<file path="src/rtl/rc4_ksa_engine.sv">
// RC4 key-scheduling engine: optional identity fill of the S-box RAM, then the
// KSA swap loop, driving a single-port synchronous RAM with configurable read latency.
module rc4_ksa_engine #(
   parameter int N_BITS        = 8,
   parameter int MAX_KEY_BYTES = 3,
   parameter int RD_LAT        = 1
) (
   input  logic                                 clk,
   input  logic                                 reset,
   input  logic                                 start,
   input  logic                                 skip_fill,
   input  logic [$clog2(MAX_KEY_BYTES+1)-1:0]   key_len,
   input  logic [MAX_KEY_BYTES*N_BITS-1:0]      key,
   output logic                                 busy,
   output logic                                 done,
   output logic                                 err,
   output logic [N_BITS-1:0]                    address,
   output logic [N_BITS-1:0]                    ram_in,
   output logic                                 we,
   input  logic [N_BITS-1:0]                    ram_out
);

   localparam int              KLW       = $clog2(MAX_KEY_BYTES+1);
   localparam logic [KLW-1:0]  MAX_LEN   = KLW'(MAX_KEY_BYTES);
   localparam logic [1:0]      LAST_WAIT = 2'(RD_LAT-1);

   typedef enum logic [2:0] {IDLE, FILL, RD_I, WT_I, RD_J, WT_J, WR_I, WR_J} state_t;

   state_t              state, state_n;
   logic                start_q;
   logic [KLW-1:0]      len_q, len_n, kidx, kidx_n;
   logic [N_BITS-1:0]   i, i_n, j, j_n, si, si_n, sj, sj_n;
   logic [1:0]          wcnt, wcnt_n;
   logic [N_BITS-1:0]   addr_n, din_n;
   logic                we_n, busy_n, done_n, err_n;
   logic                start_edge, len_ok;
   logic [N_BITS-1:0]   key_sym;

   assign start_edge = start & ~start_q;
   assign len_ok     = (key_len != '0) && (key_len <= MAX_LEN);
   assign key_sym    = key[kidx*N_BITS +: N_BITS];

   always_ff @(posedge clk) begin
      if (reset) begin
         state   <= IDLE;
         start_q <= 1'b0;
         len_q   <= '0;
         kidx    <= '0;
         i       <= '0;
         j       <= '0;
         si      <= '0;
         sj      <= '0;
         wcnt    <= '0;
         address <= '0;
         ram_in  <= '0;
         we      <= 1'b0;
         busy    <= 1'b0;
         done    <= 1'b0;
         err     <= 1'b0;
      end else begin
         state   <= state_n;
         start_q <= start;
         len_q   <= len_n;
         kidx    <= kidx_n;
         i       <= i_n;
         j       <= j_n;
         si      <= si_n;
         sj      <= sj_n;
         wcnt    <= wcnt_n;
         address <= addr_n;
         ram_in  <= din_n;
         we      <= we_n;
         busy    <= busy_n;
         done    <= done_n;
         err     <= err_n;
      end
   end

   // RAM port values are derived from the state being entered, so address/we line up
   // with the cycle the FSM spends in FILL, RD_*, WR_* rather than lagging by one.
   always_comb begin
      state_n = state;
      len_n   = len_q;
      kidx_n  = kidx;
      i_n     = i;
      j_n     = j;
      si_n    = si;
      sj_n    = sj;
      wcnt_n  = wcnt;
      addr_n  = address;
      din_n   = ram_in;
      we_n    = 1'b0;
      done_n  = 1'b0;
      err_n   = 1'b0;

      case (state)
         IDLE: begin
            if (start_edge) begin
               if (len_ok) begin
                  len_n   = key_len;
                  i_n     = '0;
                  j_n     = '0;
                  kidx_n  = '0;
                  wcnt_n  = '0;
                  state_n = skip_fill ? RD_I : FILL;
               end else begin
                  err_n = 1'b1;
               end
            end
         end
         FILL: begin
            i_n = i + 1'b1;
            if (i == '1) state_n = RD_I;
         end
         RD_I: state_n = WT_I;
         WT_I: begin
            if (wcnt == LAST_WAIT) begin
               wcnt_n  = '0;
               si_n    = ram_out;
               j_n     = j + ram_out + key_sym;
               state_n = RD_J;
            end else begin
               wcnt_n = wcnt + 1'b1;
            end
         end
         RD_J: state_n = WT_J;
         WT_J: begin
            if (wcnt == LAST_WAIT) begin
               wcnt_n  = '0;
               sj_n    = ram_out;
               state_n = WR_I;
            end else begin
               wcnt_n = wcnt + 1'b1;
            end
         end
         WR_I: state_n = WR_J;
         WR_J: begin
            kidx_n = (kidx == len_q - 1'b1) ? '0 : kidx + 1'b1;
            i_n    = i + 1'b1;
            if (i == '1) begin
               state_n = IDLE;
               done_n  = 1'b1;
            end else begin
               state_n = RD_I;
            end
         end
         default: state_n = IDLE;
      endcase

      case (state_n)
         FILL: begin
            addr_n = i_n;
            din_n  = i_n;
            we_n   = 1'b1;
         end
         RD_I: addr_n = i_n;
         RD_J: addr_n = j_n;
         WR_I: begin
            addr_n = i;
            din_n  = sj_n;
            we_n   = 1'b1;
         end
         WR_J: begin
            addr_n = j;
            din_n  = si;
            we_n   = 1'b1;
         end
         default: ;
      endcase

      busy_n = (state_n != IDLE);
   end

endmodule

</file>
<file path="config.mk">
export PLATFORM = sky130hd
export DESIGN_NAME = rc4_ksa_engine
export DESIGN_NICKNAME = d
export VERILOG_FILES = /design/src/rtl/rc4_ksa_engine.sv
export SDC_FILE = /design/constraint.sdc
export NUM_CORES = 1
export LEC_CHECK = 0
export BUFFER_PORTS_ARGS = -buffer_cell sky130_fd_sc_hd__buf_2
export CAP_MARGIN = 30
export CORE_AREA = 8 8 116 92
export CTS_CLUSTER_DIAMETER = 200
export CTS_CLUSTER_SIZE = 12
export DETAILED_ROUTE_END_ITERATION = 6
export DIE_AREA = 0 0 124 100
export GPL_TIMING_DRIVEN = 0
export PLACE_DENSITY_LB_ADDON = 0.05
export REMOVE_ABC_BUFFERS = 1
export SETUP_SLACK_MARGIN = 0.02
export SLEW_MARGIN = 25
export SYNTH_ARGS = -nofsm -noshare
export SYNTH_HDL_FRONTEND = slang
export SYNTH_SLANG_ARGS = --single-unit
</file>
<file path="constraint.sdc">
create_clock -name clk -period 3.9 [get_ports clk]
set_input_delay 0.78 -clock clk [delete_from_list [all_inputs] [get_ports clk]]
set_output_delay 0.78 -clock clk [all_outputs]
set_load 0.02 [all_outputs]
</file>
==> results of run 1 <==
==> cell usage after synthesis (all sizes together), types with 9 or more instances <==
master,count
a211oi,12
a21oi,24
buf,16
clkbuf,12
dfxtp,54
ha,9
inv,10
mux2i,14
nand2,62
nand3,10
nor2,43
o21ai,20
==> power breakdown <==
part / leakage [nW] / internal, mW / switching (mW) / total [mW]
clock network: 0.0746 / 0.242 / 0.213 / 0.455
logic: 0.992 / 0.357 / 0.563 / 0.921
registers: 0.439 / 0.639 / 0.104 / 0.742
total: 1.51 / 1.24 / 0.880 / 2.12
==> state kept, by name, summed over array words and instances (netlist names), 3 cells and up <==
register  flops
si            8
address       8
j             8
state         3
ram_in        8
i             8
==> worst paths after layout <==
kind	start	cells after the start	slack [ns]	to
max	kidx[0]	12	0.28	address[7]
min	si[7]	2	0.46	si[7]
max reg2reg	kidx[0]	12	0.28	address[7]
min reg2reg	si[7]	2	0.46	si[7]
==> cells by family (layout without fill, tap and decap cells) <==
kind of cell,count (synthesis),after routing,share of synthesized area (%)
AND/OR/NAND/NOR,149,149,20.6
XOR/XNOR,9,9,2.53
buffers and inverters,39,77,6.04
adder cells (fa/ha/maj),17,17,7.98
multiplexers,15,15,4.43
flip-flops,54,54,31.6
AO/OA/AOI/OAI,122,122,26.8
==> stage by stage <==
stage | area [sq um] | power (mW)
after global routing | 3850 | 2.27
final | 3850 | 2.12
after detailed placement | 3680 | 1.67
after CTS | 3830 | 2.13
after global placement | 3680 | 1.67
after floorplan | 3250 | 1.40
==> what timing repair did <==
action                                  CTS  global route
pin swaps                                 0             0
endpoints found under the setup margin    1             1
gates resized for setup                   1             1
buffers inserted                          0             0
hold buffers                              0             0
gates cloned                              0             0
==> metal layers <==
layer	GRT usage [%]	share of wire [%]	vias to the layer above	wire length (um)
met5	0	0	-	0
met4	4.20	0.92	0	88
met3	3.48	7.0	7	665
met2	22.9	40	97	3820
met1	23.9	52	1401	4990
li1	-	-	1538	-
==> cell usage in the layout, fill, tap and decap left out, types with 3 or more instances in the layout <==
cell       instances
a211oi_1          11
a21o_1             6
a21oi_1           23
a22oi_1            8
a311oi_1           7
a31oi_1            6
a32oi_1            3
and2_1             3
buf_2             57
clkbuf_16          5
dfxtp_1           54
fa_1               8
ha_1               9
inv_1              9
mux2i_1           14
nand2_1           62
nand3_1           10
nand4_1            3
nor2_1            43
nor2b_1            4
nor3_1             4
o211ai_1           3
o21ai_0           17
o22a_1             5
xnor2_1            6
==> cell type report <==
class | instances | area (sq um) | area share [%]
clock buffer | 5 | 125 | 3.25
clock inverter | 3 | 22.5 | 0.585
inverter | 11 | 41.3 | 1.07
multi-input combinational | 312 | 2140 | 55.5
sequential | 54 | 1080 | 28.1
tap | 112 | 140 | 3.64
timing repair buffer | 58 | 305 | 7.92
==> critical path: stages (launching register included) <==
cell and delay (ns):
dfxtp_1 0.74, nor2b_4 0.15, nand2_1 0.10, o21ai_0 0.21, fa_1 0.46, ha_1 0.26, fa_1 0.44, a211oi_1 0.25
nor2_1 0.10, o22ai_1 0.16, xnor2_1 0.21, a2bb2oi_1 0.16, o311ai_1 0.27
==> flow_summary_export.csv, run 1 <==
group,metric,value,unit
outcome,status,"complete, no violations",
global_route,grt.total_usage,16.2,%
detailed_routing,wl_per_cell,17.2,um
clocking,clk_path_buf_depth,2,
worst_hold_path,hold_class,"register to register",
global_route,grt_max_degree,51,
synth,synth_top_cell_area_share,31.6,%
synth,synth_top_flop_cell,"dfxtp_1",
sta,whs,0.458,ns
floorplan,coreArea,8780,sq um
detailed_routing,vias_per_cell,5.48,
synth,synth_top_area_cell,"dfxtp_1",
synth,avgSynthCellArea,8.44,sq um
clocking,clkTransAtPathRegs,0.08,ns
sta,finalHoldViolCount,0,
place,hpwl,7170,um
sta,worst_slack,0.279,ns
synth,ys_warn_count,0,
sta,rsz0062_at_grt,"false",
sta,fin_crit_sh,92.8,%
global_route,overflow,0,
worst_setup_path,required,4.09,ns
finish,final_util,43.9,%
detailed_routing,ant_nets,0,
finish,area.growth.synth_to_final,12.7,%
global_route,grt_pass1_vias,3017,
floorplan,fp.dieW,124,um
detailed_routing,first_pass_iters,5,
place,io_buffers,57,
clocking,cts_tree,"done",
sta,min_period,3.62,ns
finish,fillerInstances,921,
finish,stdcell_count,555,
sta,max_freq,276,MHz
synth,async_flop_share,0,%
worst_setup_path,critPathArrivalTime,3.81,ns
detailed_routing,drc,0,
sta,maxSlewViolCount,0,
pwr,leakage,1.51,nW
synth,synth-seq-cells,54,
clocking,htreeDepth,2,
clocking,cts_made_buffers,5,
finish,drive_above_1_share,19.4,%
worst_setup_path,worstSetupStartpointType,"register",
finish,fin_nets,497,
synth,yosysSeqAreaShare,31.6,%
worst_setup_path,critical_path_class,"register to register",
floorplan,initial_utilization,38.9,%
clocking,clockRootBuffer,"clkbuf_16",
pwr,p_per_area,550,nW/um^2
synth,synth.area.top_cells,"dfxtp_1 32%, nand2_1 6.8%, nor2_1 4.7%",
finish,n_antenna_cell,0,
sta,tns,0,ns
worst_setup_path,crit_path_end_kind,"register",
floorplan,rows,30,
detailed_routing,vias,3043,
clocking,insertion_delay,0.30,ns
clocking,clock_sinks,54,
global_route,grt_pass1_wl,15900,um
place,numPlacedInstances,546,
place,dpl_worst_slack,0.0555,ns
sta,tightest_slew,0.914,ns
place,gp_congestion,0.842,
floorplan,die_area,12400,sq um
sta,setup_violations,0,
sta,final.setup_skew,0.0125,ns
synth,synth-edff-count,0,
detailed_routing,drt_iter0_drc,212,
worst_setup_path,cp_max_fo,12,
floorplan,ios,58,
floorplan,die_h,100,um
synth,syn-instance-count,405,
sta,slew_headroom,39.0,%
pwr,ir_drop,0.245,mV
synth,ys_types,77,
synth,syn_area,3420,sq um
detailed_routing,routed_wl,9560,um
global_route,antenna_found_initial,0,
job,max-cap-violations,0,
(Power assumes the default switching activity.)
==> run 2: changes to the inputs <==
CORE_AREA = 8 8 100 79   (was 8 8 116 92)
DIE_AREA = 0 0 108 87   (was 0 0 124 100)
==> flow_summary_export.csv, run 2 (synthesis results as in run 1) <==
group,metric,value,unit
outcome,status,"complete, no violations",
global_route,overflow,0,
clocking,cts_tree,"done",
pwr,combinationalPowerShare,44.4,%
clocking,clkTransAtPathRegs,0.11,ns
place,hpwl,6480,um
pwr,clkPwrFrac,19.1,%
clocking,cts_hold_buf,0,
sta,rsz0062_at_grt,"false",
pwr,ir_drop,0.198,mV
pwr,switching_share,41.7,%
global_route,grt_max_degree,51,
floorplan,initial_utilization,52.8,%
finish,drive_above_1_share,19.2,%
finish,n_antenna_cell,0,
finish,fin_nets,496,
worst_setup_path,critPathArrivalTime,3.72,ns
sta,tightest_slew,0.930,ns
detailed_routing,vias_per_cell,5.79,
floorplan,ios,58,
sta,max_freq,286,MHz
worst_setup_path,cp_max_fo,12,
sta,min_period,3.49,ns
global_route,grt.total_usage,19.5,%
pwr,intPower,1.19,mW
finish,final_cell_area,3760,sq um
sta,maxSlewViolCount,0,
global_route,grt_pass1_vias,2928,
pwr,seqPwrFrac,36.5,%
worst_setup_path,required,4.12,ns
sta,setup_violations,0,
worst_setup_path,worstSetupStartpointType,"register",
place,io_buffers,57,
place,placed_area,3640,sq um
detailed_routing,wl_per_cell,16.7,um
detailed_routing,vias,3045,
finish,area.growth.synth_to_final,10.1,%
sta,tns,0,ns
sta,final.setup_skew,0.0117,ns
worst_setup_path,critical_path_class,"register to register",
clocking,clockRootBuffer,"clkbuf_8",
clocking,clk_path_buf_depth,2,
clocking,cts_post_setup_buffers_inserted,0,
global_route,grt_pass1_wl,14800,um
floorplan,rows,26,
finish,final_cell_mix,"62 x nand2_1, 57 x buf_2, 54 x dfxtp_1, 43 x nor2_1, 23 x a21oi_1",
finish,final_common_cell,"nand2_1",
sta,fin_crit_sh,89.5,%
sta,finalHoldViolCount,0,
global_route,antenna_found_initial,0,
worst_setup_path,crit_path_end_kind,"register",
sta,slew_headroom,38.0,%
pwr,leakage,1.48,nW
clocking,clock_sinks,54,
pwr,fin_total_pwr,2.03,mW
floorplan,die_area,9400,sq um
pwr,p_sw,0.847,mW
detailed_routing,routed_wl,8770,um
detailed_routing,ant_nets,0,
clocking,cts_made_buffers,5,
clocking,insertion_delay,0.31,ns
detailed_routing,drt_iter0_drc,191,
detailed_routing,first_pass_iters,4,
clocking,htreeDepth,2,
detailed_routing,drc,0,
floorplan,coreArea,6470,sq um
floorplan,fp.dieW,108,um
floorplan,die_h,87,um
worst_hold_path,hold_class,"register to register",
pwr,p_per_area,540,nW/um^2
job,max-cap-violations,0,
place,gp_congestion,0.855,
run 2: cell types whose count changed in the layout (fill, tap and decap cells not counted):
cell       delta
clkbuf_16     -5
clkbuf_8      +5
buf_12        -1
bufinv_16     +1
inv_6         -1
run 2: final cells by class:
cell class | count | area, sq um
repair buffers | 57 | 285
flip-flops and latches | 54 | 1080
well taps | 84 | 105
clock inverters | 3 | 43.8
clock buffers | 5 | 68.8
fillers | 620 | 2710
inverters | 11 | 41.3
multi-input cells | 312 | 2140
run 2: layer usage:
layer	part of all wire (%)	global-route usage, %
met4	1.2	5.65
met3	7.6	3.99
met2	40	27.3
met1	51	28.8
met5	0	0
run 2: power by group through the flow:
stage / combinational, mW / clock [mW] / sequential, mW
finish: 0.903 / 0.388 / 0.742
global route: 1.00 / 0.420 / 0.758
CTS: 0.907 / 0.394 / 0.741
detailed placement: 0.906 / 0 / 0.754
global placement: 0.891 / 0 / 0.751
floorplan: 0.597 / 0 / 0.802
run 2: worst paths after layout:
check	from	endpoint	slack, ns	cells after the start
worst max register to register	kidx[0]	address[7]	0.41	13
worst max-delay path	kidx[0]	address[7]	0.41	13
worst min register to register	si[7]	si[7]	0.46	2
worst min-delay path	si[7]	si[7]	0.46	2
run 2: worst max-delay path, stage by stage, from the launching register on:
cell       delay (ns)
dfxtp_1          0.73
mux2i_1          0.15
nor2_1           0.11
a21oi_1          0.08
fa_1             0.50
inv_1            0.04
ha_1             0.24
fa_1             0.44
a211oi_1         0.25
nor2_1           0.09
o22ai_1          0.16
xnor2_1          0.19
a2bb2oi_1        0.15
o311ai_1         0.26
run 2: stage by stage:
step	setup WS (ns)	hold WS (ns)	cells	utilization (%)
after CTS	0.0950	0.463	526	58.0
after floorplan	0.758	0.430	377	-
after global routing	0.0870	0.484	526	58.1
after global placement	0.159	0.442	518	56.3
final	0.408	0.460	526	58.1
after detailed placement	0.151	0.448	518	56.3
run 2: timing repair:
item | in CTS | in global routing
setup endpoints to repair | 0 | 3
gates resized for setup | 0 | 2
endpoints found under the hold margin | 0 | 0
==> run 3: changes to the inputs <==
PLACE_DENSITY = 0.78   (was default)
PLACE_DENSITY_LB_ADDON = default   (was 0.05)
==> flow_summary_export.csv, run 3 (synthesis results as in run 1) <==
group,metric,value,unit
outcome,status,"complete, no violations",
pwr,leakage,1.47,nW
global_route,grt_max_degree,51,
global_route,grt.total_usage,19.5,%
detailed_routing,vias_per_cell,5.99,
finish,fillerInstances,612,
place,hpwl,6660,um
place,gp_congestion,0.870,
sta,finalHoldViolCount,0,
worst_setup_path,critical_path_class,"register to register",
worst_setup_path,max_stage_delay,0.73,ns
sta,tightest_slew,0.936,ns
finish,multiInputGateArea,2140,sq um
floorplan,ios,58,
clocking,clk_path_buf_depth,2,
floorplan,fp.dieW,108,um
worst_setup_path,cp_slowest_cell,"dfxtp_1",
pwr,p_per_area,531,nW/um^2
global_route,overflow,0,
sta,min_period,3.50,ns
finish,stdcell_count,526,
floorplan,die_h,87,um
floorplan,die_area,9400,sq um
detailed_routing,vias,3149,
global_route,grt_pass1_wl,14800,um
sta,fin_crit_sh,89.8,%
worst_setup_path,cp_cell_sequence,"mux2i_1 -> o21ai_0 -> fa_1 -> ha_1 -> fa_1 -> a211oi_1 -> nor2_1 -> o22ai_1 -> xnor2_1 -> a2bb2oi_1 -> o311ai_1",
global_route,antenna_found_initial,0,
sta,maxSlewViolCount,0,
finish,final_common_cell,"nand2_1",
clocking,insertion_delay,0.31,ns
finish,fin_nets,496,
worst_hold_path,hold_class,"register to register",
sta,setup_violations,0,
detailed_routing,first_pass_iters,5,
job,max-cap-violations,0,
sta,tns,0,ns
worst_setup_path,required,4.12,ns
finish,n_antenna_cell,0,
clocking,clock_sinks,54,
floorplan,rows,26,
worst_setup_path,cp_common_cell,"fa_1",
sta,rsz0062_at_grt,"false",
finish,area.growth.synth_to_final,9.70,%
detailed_routing,wl_per_cell,17.0,um
floorplan,initial_utilization,52.8,%
place,numPlacedInstances,518,
finish,final_cell_mix,"62 x nand2_1, 57 x buf_2, 54 x dfxtp_1, 43 x nor2_1, 23 x a21oi_1",
pwr,ir_drop,0.233,mV
worst_setup_path,crit_path_end_kind,"register",
place,io_buffers,57,
sta,slew_headroom,37.6,%
finish,drive_above_1_share,19.2,%
finish,regArea,1080,sq um
detailed_routing,drc,0,
floorplan,coreArea,6470,sq um
global_route,grt_pass1_vias,2902,
worst_setup_path,critPathArrivalTime,3.72,ns
worst_setup_path,worstSetupStartpointType,"register",
detailed_routing,ant_nets,0,
detailed_routing,routed_wl,8940,um
clocking,clkTransAtPathRegs,0.10,ns
clocking,cts_made_buffers,5,
clocking,clockRootBuffer,"clkbuf_8",
sta,max_freq,286,MHz
clocking,htreeDepth,2,
detailed_routing,drt_iter0_drc,195,
sta,final.setup_skew,0.0155,ns
worst_setup_path,cp_max_fo,12,
clocking,cts_tree,"done",
clocking,cts_hold_buf,0,
run 3: cell count changes in the layout (fill, tap and decap cells not counted), sizes merged:
cell,delta
clkbuf,+1
clkinv,-1
bufinv,-1
clkinvlp,+1
run 3: timing repair:
action | CTS | global route
resized for setup | 0 | 2
setup endpoints to repair | 0 | 3
setup buffers | 0 | 0
run 3: path summary, 6_finish.rpt:
path | start | to | slack [ns] | cells past startpoint
hold / removal | address[5] | address[5] | 0.46 | 2
hold reg to reg | address[5] | address[5] | 0.46 | 2
setup reg to reg | kidx[0] | address[7] | 0.40 | 11
setup / recovery | kidx[0] | address[7] | 0.40 | 11
run 3: critical path: cells and delay by family (launching register included):
| family | cells | cell delay (ns) |
|---|---|---|
| multiplexers | 1 | 0.25 |
| adder cells (fa/ha/maj) | 3 | 1.12 |
| flip-flops | 1 | 0.73 |
| AND/OR/NAND/NOR | 1 | 0.10 |
| AO/OA/AOI/OAI | 5 | 1.02 |
| XOR/XNOR | 1 | 0.18 |
run 3: area by class of cell:
class / instances / area share [%]
multi-input combinational: 312 / 57.0
inverter: 11 / 1.10
timing repair buffer: 57 / 7.61
clock buffer: 6 / 2.20
clock inverter: 2 / 0.434
tap: 84 / 2.80
sequential: 54 / 28.8
run 3: layer usage:
metal	vias to the layer above	global-route usage, %	wire length, um
met4	0	3.89	82
met5	-	0	0
met1	1470	28.4	4380
met3	8	4.59	772
met2	135	28.3	3700
li1	1536	-	-
run 3: stage by stage:
| step | cell area, sq um | hold slack, ns | worst slack [ns] | utilization, % | total power, mW |
|---|---|---|---|---|---|
| 3_3_place_gp | 3640 | 0.442 | 0.223 | 56.3 | 1.64 |
| 4_1_cts | 3740 | 0.464 | 0.156 | 57.8 | 2.00 |
| 3_5_place_dp | 3640 | 0.449 | 0.207 | 56.3 | 1.66 |
| 6_report | 3750 | 0.458 | 0.398 | 57.9 | 1.99 |
| 5_1_grt | 3750 | 0.477 | 0.134 | 57.9 | 2.12 |
| 2_1_floorplan | 3250 | 0.430 | 0.758 | - | 1.40 |
run 3: power by group:
| group | switching (mW) | total (mW) | internal [mW] |
|---|---|---|---|
| Combinational | 0.552 | 0.907 | 0.355 |
| Sequential | 0.105 | 0.744 | 0.639 |
| Clock | 0.195 | 0.342 | 0.147 |
| Total | 0.852 | 1.99 | 1.14 |
